$ cat src/rtl/bfd_regfile_pkg.sv
// Shared register offsets, interrupt bit positions and session-state encoding for the BFD register bank.
// Pure declarations; no timing or flow-control behaviour lives here.
package bfd_regfile_pkg;

  localparam logic [7:0] ADDR_VERSION     = 8'h00;
  localparam logic [7:0] ADDR_CTRL        = 8'h04;
  localparam logic [7:0] ADDR_TX_INTERVAL = 8'h08;
  localparam logic [7:0] ADDR_RX_INTERVAL = 8'h0C;
  localparam logic [7:0] ADDR_LOCAL_DISCR = 8'h10;
  localparam logic [7:0] ADDR_STATUS      = 8'h14;
  localparam logic [7:0] ADDR_IRQ_STATUS  = 8'h18;
  localparam logic [7:0] ADDR_IRQ_MASK    = 8'h1C;
  localparam logic [7:0] ADDR_RX_PKT_CNT  = 8'h20;
  localparam logic [7:0] ADDR_TX_PKT_CNT  = 8'h24;
  localparam logic [7:0] ADDR_CNT_CLR     = 8'h28;
  localparam logic [7:0] ADDR_SCRATCH     = 8'h2C;

  localparam int IRQ_UP         = 0;
  localparam int IRQ_DOWN       = 1;
  localparam int IRQ_RX_TIMEOUT = 2;
  localparam int IRQ_WR_COLL    = 3;
  localparam int IRQ_W          = 4;

  localparam logic [31:0] CNT_MAX = 32'hFFFF_FFFF;

  typedef enum logic [1:0] {
    SESS_ADMIN_DOWN = 2'd0,
    SESS_DOWN       = 2'd1,
    SESS_INIT       = 2'd2,
    SESS_UP         = 2'd3
  } sess_state_e;

endpackage

$ cat src/rtl/bfd_regfile_if.sv
// Register-access bus between the AXI4-Lite slave controller (master) and the register bank (slave).
// Strobes are single-cycle; read data returns registered one cycle after reg_rd with no backpressure.
interface bfd_regfile_if;
  import bfd_regfile_pkg::*;

  logic [31:0] reg_addr;
  logic [31:0] reg_wdata;
  logic        reg_wr;
  logic        reg_rd;
  logic [31:0] reg_rdata;

  modport master (
    output reg_addr, reg_wdata, reg_wr, reg_rd,
    input  reg_rdata
  );

  modport slave (
    input  reg_addr, reg_wdata, reg_wr, reg_rd,
    output reg_rdata
  );

endinterface

$ cat src/rtl/bfd_regfile_sat_cnt.sv
// 32-bit saturating event counter; clear beats increment when both arrive together.
// New value visible one cycle after the pulse; never stalls its source.
module bfd_sat_cnt
  import bfd_regfile_pkg::*;
(
  input  logic        clk_i,
  input  logic        rst_i,
  input  logic        inc_i,
  input  logic        clr_i,
  output logic [31:0] cnt_o
);

  logic [31:0] cnt_q;
  logic [31:0] cnt_d;

  always_comb begin
    cnt_d = cnt_q;
    if (clr_i) begin
      cnt_d = '0;
    end else if (inc_i && (cnt_q != CNT_MAX)) begin
      cnt_d = cnt_q + 32'd1;
    end
  end

  always_ff @(posedge clk_i) begin
    if (rst_i) begin
      cnt_q <= '0;
    end else begin
      cnt_q <= cnt_d;
    end
  end

  assign cnt_o = cnt_q;

endmodule

$ cat src/rtl/bfd_regfile.sv
// BFD session register bank: configuration, live status, W1C interrupt status/mask and packet counters.
// Writes land on the strobe edge, read data is registered one cycle after reg_rd; the bank never stalls.
module bfd_regfile
  import bfd_regfile_pkg::*;
#(
  parameter logic [31:0] VERSION         = 32'h0001_0000,
  parameter int          ADDR_W          = 8,
  parameter logic [31:0] TX_INTERVAL_RST = 32'd1_000_000,
  parameter logic [31:0] RX_INTERVAL_RST = 32'd1_000_000,
  parameter logic [7:0]  DETECT_MULT_RST = 8'd3
) (
  input  logic            s_axi_clk,
  input  logic            s_axi_rst,
  bfd_regfile_if.slave    bus,
  input  logic [1:0]      sess_state,
  input  logic [1:0]      remote_state,
  input  logic            ev_up,
  input  logic            ev_down,
  input  logic            ev_rx_timeout,
  input  logic            rx_pkt_ok,
  input  logic            tx_pkt,
  output logic            cfg_enable,
  output logic            cfg_loopback,
  output logic [7:0]      cfg_detect_mult,
  output logic [31:0]     cfg_tx_interval,
  output logic [31:0]     cfg_rx_interval,
  output logic [31:0]     cfg_local_discr,
  output logic            irq
);

  logic              ctrl_en_q,  ctrl_en_d;
  logic              ctrl_lb_q,  ctrl_lb_d;
  logic [7:0]        det_mult_q, det_mult_d;
  logic [31:0]       tx_int_q,   tx_int_d;
  logic [31:0]       rx_int_q,   rx_int_d;
  logic [31:0]       discr_q,    discr_d;
  logic [IRQ_W-1:0]  irq_sts_q,  irq_sts_d;
  logic [IRQ_W-1:0]  irq_mask_q, irq_mask_d;
  logic [31:0]       scratch_q,  scratch_d;
  logic [31:0]       rdata_q,    rdata_d;
  logic              irq_q,      irq_d;

  logic [ADDR_W-1:0] off;
  logic              wr_en;
  logic              wr_coll;
  logic [IRQ_W-1:0]  irq_set;
  logic [IRQ_W-1:0]  irq_w1c;
  logic              rx_clr;
  logic              tx_clr;
  logic [31:0]       rx_cnt;
  logic [31:0]       tx_cnt;
  logic [31:0]       rd_val;
  logic              unused_addr;

  assign off         = {bus.reg_addr[ADDR_W-1:2], 2'b00};
  assign unused_addr = ^{bus.reg_addr[31:ADDR_W], bus.reg_addr[1:0]};

  // A simultaneous read owns reg_addr, so the write is dropped and flagged.
  assign wr_en   = bus.reg_wr & ~bus.reg_rd;
  assign wr_coll = bus.reg_wr &  bus.reg_rd;

  always_comb begin
    irq_set                 = '0;
    irq_set[IRQ_UP]         = ev_up;
    irq_set[IRQ_DOWN]       = ev_down;
    irq_set[IRQ_RX_TIMEOUT] = ev_rx_timeout;
    irq_set[IRQ_WR_COLL]    = wr_coll;
  end

  assign irq_w1c = (wr_en && (off == ADDR_W'(ADDR_IRQ_STATUS))) ? bus.reg_wdata[IRQ_W-1:0] : '0;
  assign rx_clr  = wr_en && (off == ADDR_W'(ADDR_CNT_CLR)) && bus.reg_wdata[0];
  assign tx_clr  = wr_en && (off == ADDR_W'(ADDR_CNT_CLR)) && bus.reg_wdata[1];

  bfd_sat_cnt u_rx_cnt (
    .clk_i (s_axi_clk),
    .rst_i (s_axi_rst),
    .inc_i (rx_pkt_ok),
    .clr_i (rx_clr),
    .cnt_o (rx_cnt)
  );

  bfd_sat_cnt u_tx_cnt (
    .clk_i (s_axi_clk),
    .rst_i (s_axi_rst),
    .inc_i (tx_pkt),
    .clr_i (tx_clr),
    .cnt_o (tx_cnt)
  );

  always_comb begin
    rd_val = '0;
    case (off)
      ADDR_W'(ADDR_VERSION):     rd_val = VERSION;
      ADDR_W'(ADDR_CTRL):        rd_val = {16'h0, det_mult_q, 6'h0, ctrl_lb_q, ctrl_en_q};
      ADDR_W'(ADDR_TX_INTERVAL): rd_val = tx_int_q;
      ADDR_W'(ADDR_RX_INTERVAL): rd_val = rx_int_q;
      ADDR_W'(ADDR_LOCAL_DISCR): rd_val = discr_q;
      ADDR_W'(ADDR_STATUS):      rd_val = {28'h0, remote_state, sess_state};
      ADDR_W'(ADDR_IRQ_STATUS):  rd_val = {{(32-IRQ_W){1'b0}}, irq_sts_q};
      ADDR_W'(ADDR_IRQ_MASK):    rd_val = {{(32-IRQ_W){1'b0}}, irq_mask_q};
      ADDR_W'(ADDR_RX_PKT_CNT):  rd_val = rx_cnt;
      ADDR_W'(ADDR_TX_PKT_CNT):  rd_val = tx_cnt;
      ADDR_W'(ADDR_SCRATCH):     rd_val = scratch_q;
      default:                   rd_val = '0;
    endcase
  end

  always_comb begin
    ctrl_en_d  = ctrl_en_q;
    ctrl_lb_d  = ctrl_lb_q;
    det_mult_d = det_mult_q;
    tx_int_d   = tx_int_q;
    rx_int_d   = rx_int_q;
    discr_d    = discr_q;
    irq_mask_d = irq_mask_q;
    scratch_d  = scratch_q;
    // Event set is applied after the clear so a coincident pulse keeps the bit.
    irq_sts_d  = (irq_sts_q & ~irq_w1c) | irq_set;
    rdata_d    = bus.reg_rd ? rd_val : rdata_q;
    irq_d      = |(irq_sts_q & irq_mask_q);
    if (wr_en) begin
      case (off)
        ADDR_W'(ADDR_CTRL): begin
          ctrl_en_d  = bus.reg_wdata[0];
          ctrl_lb_d  = bus.reg_wdata[1];
          det_mult_d = bus.reg_wdata[15:8];
        end
        ADDR_W'(ADDR_TX_INTERVAL): tx_int_d   = bus.reg_wdata;
        ADDR_W'(ADDR_RX_INTERVAL): rx_int_d   = bus.reg_wdata;
        ADDR_W'(ADDR_LOCAL_DISCR): discr_d    = bus.reg_wdata;
        ADDR_W'(ADDR_IRQ_MASK):    irq_mask_d = bus.reg_wdata[IRQ_W-1:0];
        ADDR_W'(ADDR_SCRATCH):     scratch_d  = bus.reg_wdata;
        default: ;
      endcase
    end
  end

  always_ff @(posedge s_axi_clk) begin
    if (s_axi_rst) begin
      ctrl_en_q  <= 1'b0;
      ctrl_lb_q  <= 1'b0;
      det_mult_q <= DETECT_MULT_RST;
      tx_int_q   <= TX_INTERVAL_RST;
      rx_int_q   <= RX_INTERVAL_RST;
      discr_q    <= '0;
      irq_sts_q  <= '0;
      irq_mask_q <= '0;
      scratch_q  <= '0;
      rdata_q    <= '0;
      irq_q      <= 1'b0;
    end else begin
      ctrl_en_q  <= ctrl_en_d;
      ctrl_lb_q  <= ctrl_lb_d;
      det_mult_q <= det_mult_d;
      tx_int_q   <= tx_int_d;
      rx_int_q   <= rx_int_d;
      discr_q    <= discr_d;
      irq_sts_q  <= irq_sts_d;
      irq_mask_q <= irq_mask_d;
      scratch_q  <= scratch_d;
      rdata_q    <= rdata_d;
      irq_q      <= irq_d;
    end
  end

  assign bus.reg_rdata   = rdata_q;
  assign irq             = irq_q;
  assign cfg_enable      = ctrl_en_q;
  assign cfg_loopback    = ctrl_lb_q;
  assign cfg_detect_mult = det_mult_q;
  assign cfg_tx_interval = tx_int_q;
  assign cfg_rx_interval = rx_int_q;
  assign cfg_local_discr = discr_q;

endmodule

$ cat src/flat_wrapper.sv
// flat-port wrapper written by rule: the top's interface ports become plain ports
module bfd_regfile_flat import bfd_regfile_pkg::*;
#(
  parameter logic [31:0] VERSION         = 32'h0001_0000,
  parameter int          ADDR_W          = 8,
  parameter logic [31:0] TX_INTERVAL_RST = 32'd1_000_000,
  parameter logic [31:0] RX_INTERVAL_RST = 32'd1_000_000,
  parameter logic [7:0]  DETECT_MULT_RST = 8'd3
)
  (s_axi_clk, s_axi_rst, sess_state, remote_state, ev_up, ev_down, ev_rx_timeout, rx_pkt_ok, tx_pkt, cfg_enable, cfg_loopback, cfg_detect_mult, cfg_tx_interval, cfg_rx_interval, cfg_local_discr, irq, bus_reg_addr, bus_reg_wdata, bus_reg_wr, bus_reg_rd, bus_reg_rdata);
  bfd_regfile_if bus_i ();
  input  logic s_axi_clk;
  input  logic s_axi_rst;
  input  logic [1:0] sess_state;
  input  logic [1:0] remote_state;
  input  logic ev_up;
  input  logic ev_down;
  input  logic ev_rx_timeout;
  input  logic rx_pkt_ok;
  input  logic tx_pkt;
  output logic cfg_enable;
  output logic cfg_loopback;
  output logic [7:0] cfg_detect_mult;
  output logic [31:0] cfg_tx_interval;
  output logic [31:0] cfg_rx_interval;
  output logic [31:0] cfg_local_discr;
  output logic irq;
  input wire logic [$bits(bus_i.reg_addr)-1:0] bus_reg_addr;
  input wire logic [$bits(bus_i.reg_wdata)-1:0] bus_reg_wdata;
  input wire logic [$bits(bus_i.reg_wr)-1:0] bus_reg_wr;
  input wire logic [$bits(bus_i.reg_rd)-1:0] bus_reg_rd;
  output wire logic [$bits(bus_i.reg_rdata)-1:0] bus_reg_rdata;
  assign bus_i.reg_addr = bus_reg_addr;
  assign bus_i.reg_wdata = bus_reg_wdata;
  assign bus_i.reg_wr = bus_reg_wr;
  assign bus_i.reg_rd = bus_reg_rd;
  assign bus_reg_rdata = bus_i.reg_rdata;
  bfd_regfile #(.VERSION(VERSION), .ADDR_W(ADDR_W), .TX_INTERVAL_RST(TX_INTERVAL_RST), .RX_INTERVAL_RST(RX_INTERVAL_RST), .DETECT_MULT_RST(DETECT_MULT_RST)) u_core (.s_axi_clk(s_axi_clk), .s_axi_rst(s_axi_rst), .bus(bus_i), .sess_state(sess_state), .remote_state(remote_state), .ev_up(ev_up), .ev_down(ev_down), .ev_rx_timeout(ev_rx_timeout), .rx_pkt_ok(rx_pkt_ok), .tx_pkt(tx_pkt), .cfg_enable(cfg_enable), .cfg_loopback(cfg_loopback), .cfg_detect_mult(cfg_detect_mult), .cfg_tx_interval(cfg_tx_interval), .cfg_rx_interval(cfg_rx_interval), .cfg_local_discr(cfg_local_discr), .irq(irq));
endmodule
$ cat config.mk
export PLATFORM = sky130hd
export DESIGN_NAME = bfd_regfile_flat
export DESIGN_NICKNAME = d
export VERILOG_FILES = /design/src/rtl/bfd_regfile_pkg.sv /design/src/rtl/bfd_regfile_if.sv /design/src/rtl/bfd_regfile_sat_cnt.sv /design/src/rtl/bfd_regfile.sv /design/src/flat_wrapper.sv
export SDC_FILE = /design/constraint.sdc
export NUM_CORES = 1
export LEC_CHECK = 0
export ABC_AREA = 1
export CAP_MARGIN = 40
export CORE_MARGIN = 2
export CORE_UTILIZATION = 48
export CTS_CLUSTER_SIZE = 16
export DETAILED_ROUTE_END_ITERATION = 10
export PLACE_DENSITY = 0.83
export SKIP_LAST_GASP = 1
export SLEW_MARGIN = 20
export SYNTH_ARGS = -nofsm -noshare
export SYNTH_HDL_FRONTEND = slang
export SYNTH_HIERARCHICAL = 1
export SYNTH_SLANG_ARGS = --single-unit
$ cat constraint.sdc
create_clock -name s_axi_clk -period 1.57 [get_ports s_axi_clk]
set_input_delay 0.314 -clock s_axi_clk [delete_from_list [all_inputs] [get_ports s_axi_clk]]
set_output_delay 0.314 -clock s_axi_clk [all_outputs]
set_load 0.1 [all_outputs]
==> results.sh <==
export IMPL_cp_data_arrival_time_ns=2.09
export IMPL_place_ws_ns=-0.755
export IMPL_rows=58
export IMPL_synthTopCellsByArea="dfxtp_1 (40%), nand2_1 (16%), nor2_1 (9.7%)"
export IMPL_antenna_found_initial=0
export IMPL_core_area_sq_um=25000
export IMPL_ant_nets=0
export IMPL_synth_warning_count=6
export IMPL_layout_common_cells="nand2_1 (502), nor2_1 (281), dfxtp_1 (219)"
export IMPL_synth_edf_count=0
export IMPL_synth_xor_area_share_pct=0.287
export IMPL_relSlewSlack_pct=64.4
export IMPL_outcome="complete, but fails checks"
export IMPL_grt_max_degree=64
export IMPL_diodes=0
export IMPL_io_buffer_count=189
export IMPL_synth_top_family_by_area="simple AND/OR/NAND/NOR gates"
export IMPL_nets=2283
export IMPL_tritoncts="built"
export IMPL_gp_congestion=1.01
export IMPL_synthSimpleGateAreaFrac_pct=38.8
export IMPL_synth_ff_type="dfxtp_1"
export IMPL_fin_util_pct=76.9
export IMPL_routed_wl_microns=52300
export IMPL_ys_ff_latch=243
export IMPL_synth_compound_area_share_pct=13.4
export IMPL_rsz0062_at_grt="true"
export IMPL_min_path_type="in -> reg"
export IMPL_cp_end_kind="register"
export IMPL_grt_pass1_wl_microns=76800
export IMPL_yosysTopAreaCell="dfxtp_1"
export IMPL_violations="negative setup slack"
export IMPL_period_minus_slack_ns=1.66
export IMPL_leakage_nw=8.03
export IMPL_dp_cells=2478
export IMPL_worstMarginPinSlew_ns=0.534
export IMPL_synth_adder_area_share_pct=0.205
export IMPL_finalHoldViolCount=0
export IMPL_die_y_microns=163
export IMPL_startpoint_type="register"
export IMPL_peakVddDrop_v=0.000804
export IMPL_drt_iter0_markers=2186
export IMPL_synth_async_sr_flop_share_pct=0
export IMPL_cts_htree_levels=1
export IMPL_start_util_pct=48.7
export IMPL_ys_seq_area_share_pct=39.9
export IMPL_vias=15000
export IMPL_max_freq_ghz=0.603
export IMPL_overflow=0
export IMPL_fin_total_pwr_mw=14.5
export IMPL_instances_no_fill=2554
export IMPL_clockBufferDepth=3
export IMPL_cts_made_buffers=27
export IMPL_synth_area_per_cell_sq_um=6.63
export IMPL_first_pass_iters=6
export IMPL_dp_hpwl_microns=36500
export IMPL_syn_nets=1919
export IMPL_cap_viol_max_count=0
export IMPL_final_seq_area_sq_um=4900
export IMPL_path_class="reg -> reg"
export IMPL_via_per_inst=5.87
export IMPL_synthToLayoutAreaGrowth_pct=57.8
export IMPL_clock_latency_ns=0.55
export IMPL_synth_top_area_share_pct=39.9
export IMPL_critPathMaxFanout=5
export IMPL_synth_mux_area_share_pct=0
export IMPL_fill_cells=1706
export IMPL_final_common_cell="nand2_1"
export IMPL_wire_per_inst_microns=20.5
export IMPL_grt_pass1_vias=14000
export IMPL_syn_area_sq_um=12200
export IMPL_slew_viol_final=0
export IMPL_synth_distinct_cells=35
export IMPL_syn_inst=1840
export IMPL_route_detailed_drc=0
export IMPL_die_area_sq_um=26700
export IMPL_clock_skew_ns=0.00952
export IMPL_required_ns=2.00
export IMPL_fin_ws_ns=-0.0883
export IMPL_drive_gt1_share_pct=28.6
export IMPL_period_share_pct=106
export IMPL_setup_violations=40
export IMPL_cts_root_buf="clkbuf_16"
export IMPL_path_clk_slew_ns=0.07
export IMPL_pin_count=216
export IMPL_track_usage_pct=36.8
export IMPL_multiInputGateArea_sq_um=7030
export IMPL_cts_sinks=243
export IMPL_power_per_cell_area_nw_per_um2=752
export IMPL_die_width_microns=163
[sequential cells by signal, summed over array words and instances, names as in the netlist]
signal                  cells
u_core/irq_sts_q            4
u_core/cfg_loopback         1
u_core/scratch_q           32
u_core/u_rx_cnt/cnt_o      32
u_core/irq                  1
u_core/cfg_enable           1
u_core/u_tx_cnt/cnt_o      32
u_core/cfg_tx_interval     32
u_core/cfg_local_discr     32
u_core/irq_mask_q           4
u_core/cfg_detect_mult      8
u_core/cfg_rx_interval     32
u_core/bus.reg_rdata       32
[per-stage QoR]
step	area, sq um	hold WS [ns]	setup TNS, ns
floorplan	12200	0.425	0
global placement	17300	0.435	-120.40
detailed placement	17300	0.445	-127.75
CTS	18600	0.295	-0.0862
global route	19200	0.313	-4.28
finish	19200	0.312	-1.23
[final timing paths]
check | startpoint | to | cells past startpoint | slack, ns
max | u_core/u_tx_cnt/cnt_o[1] | u_core/u_tx_cnt/cnt_o[13] | 10 | -0.09
min | s_axi_rst | u_core/irq_mask_q[3] | 3 | 0.31
min reg2reg | u_core/scratch_q[4] | u_core/scratch_q[4] | 2 | 0.46
max reg2reg | u_core/u_tx_cnt/cnt_o[1] | u_core/u_tx_cnt/cnt_o[13] | 10 | -0.09
[critical path, cell delays in order, from the launching register on]
cell     delay [ns]
dfxtp_2        0.35
ha_4           0.17
nand2_4        0.06
nor2_4         0.15
nand2_4        0.09
nor2_4         0.19
buf_12         0.14
nand2_8        0.06
buf_4          0.14
a31oi_1        0.13
nor2_1         0.06
[cells in the mapped netlist, types with 5 or more instances]
master	instances
dfxtp_1	243
inv_2	10
nor2_4	23
nor2_1	314
nor2_2	18
nand2_4	7
nand3_1	127
a31oi_1	8
nor3_1	10
nand2_1	512
buf_6	10
a21oi_1	150
and2_1	5
o21ai_0	125
a22oi_1	14
buf_2	32
nand4_1	31
clkbuf_1	32
inv_1	106
nand2_2	17
nand3_2	8
o211ai_1	6
[repair_timing]
item | CTS | global route
gates resized for setup | 58 | 128
endpoints found under the setup margin | 161 | 61
hold buffers | 0 | 0
setup buffers | 10 | 8
gates cloned | 2 | 7
pin swaps | 14 | 52
hold endpoints to repair | 0 | 0
[cell type report]
type / instances / area share, %
clock buffers: 34 / 3.86
clock inverters: 15 / 1.41
inverters: 116 / 2.28
multi-input cells: 1400 / 36.5
flip-flops and latches: 243 / 25.5
well taps: 330 / 2.15
repair buffers: 416 / 28.4
[routing by layer]
metal,vias to the layer above,global-route usage (%),routed length (microns)
li1,6690,-,-
met1,6965,47.7,19100
met2,1105,59.9,24400
met3,230,6.70,6240
met4,0,15.9,2660
met5,-,0,0
[cells by family (layout without fill, tap and decap cells)]
logic type / count (synthesis) / count (layout)
AO/OA/AOI/OAI: 310 / 310
XOR/XNOR: 4 / 4
adder cells (fa/ha/maj): 2 / 2
buffers and inverters: 201 / 581
flip-flops: 243 / 243
AND/OR/NAND/NOR: 1080 / 1084
[report_power, final]
part           leakage [nW]  internal, mW  switching [mW]
clock                 0.487          4.51            2.74
combinational          5.57         0.368           0.623
sequential             1.97          6.20          0.0383
(Power assumes the default switching activity.)
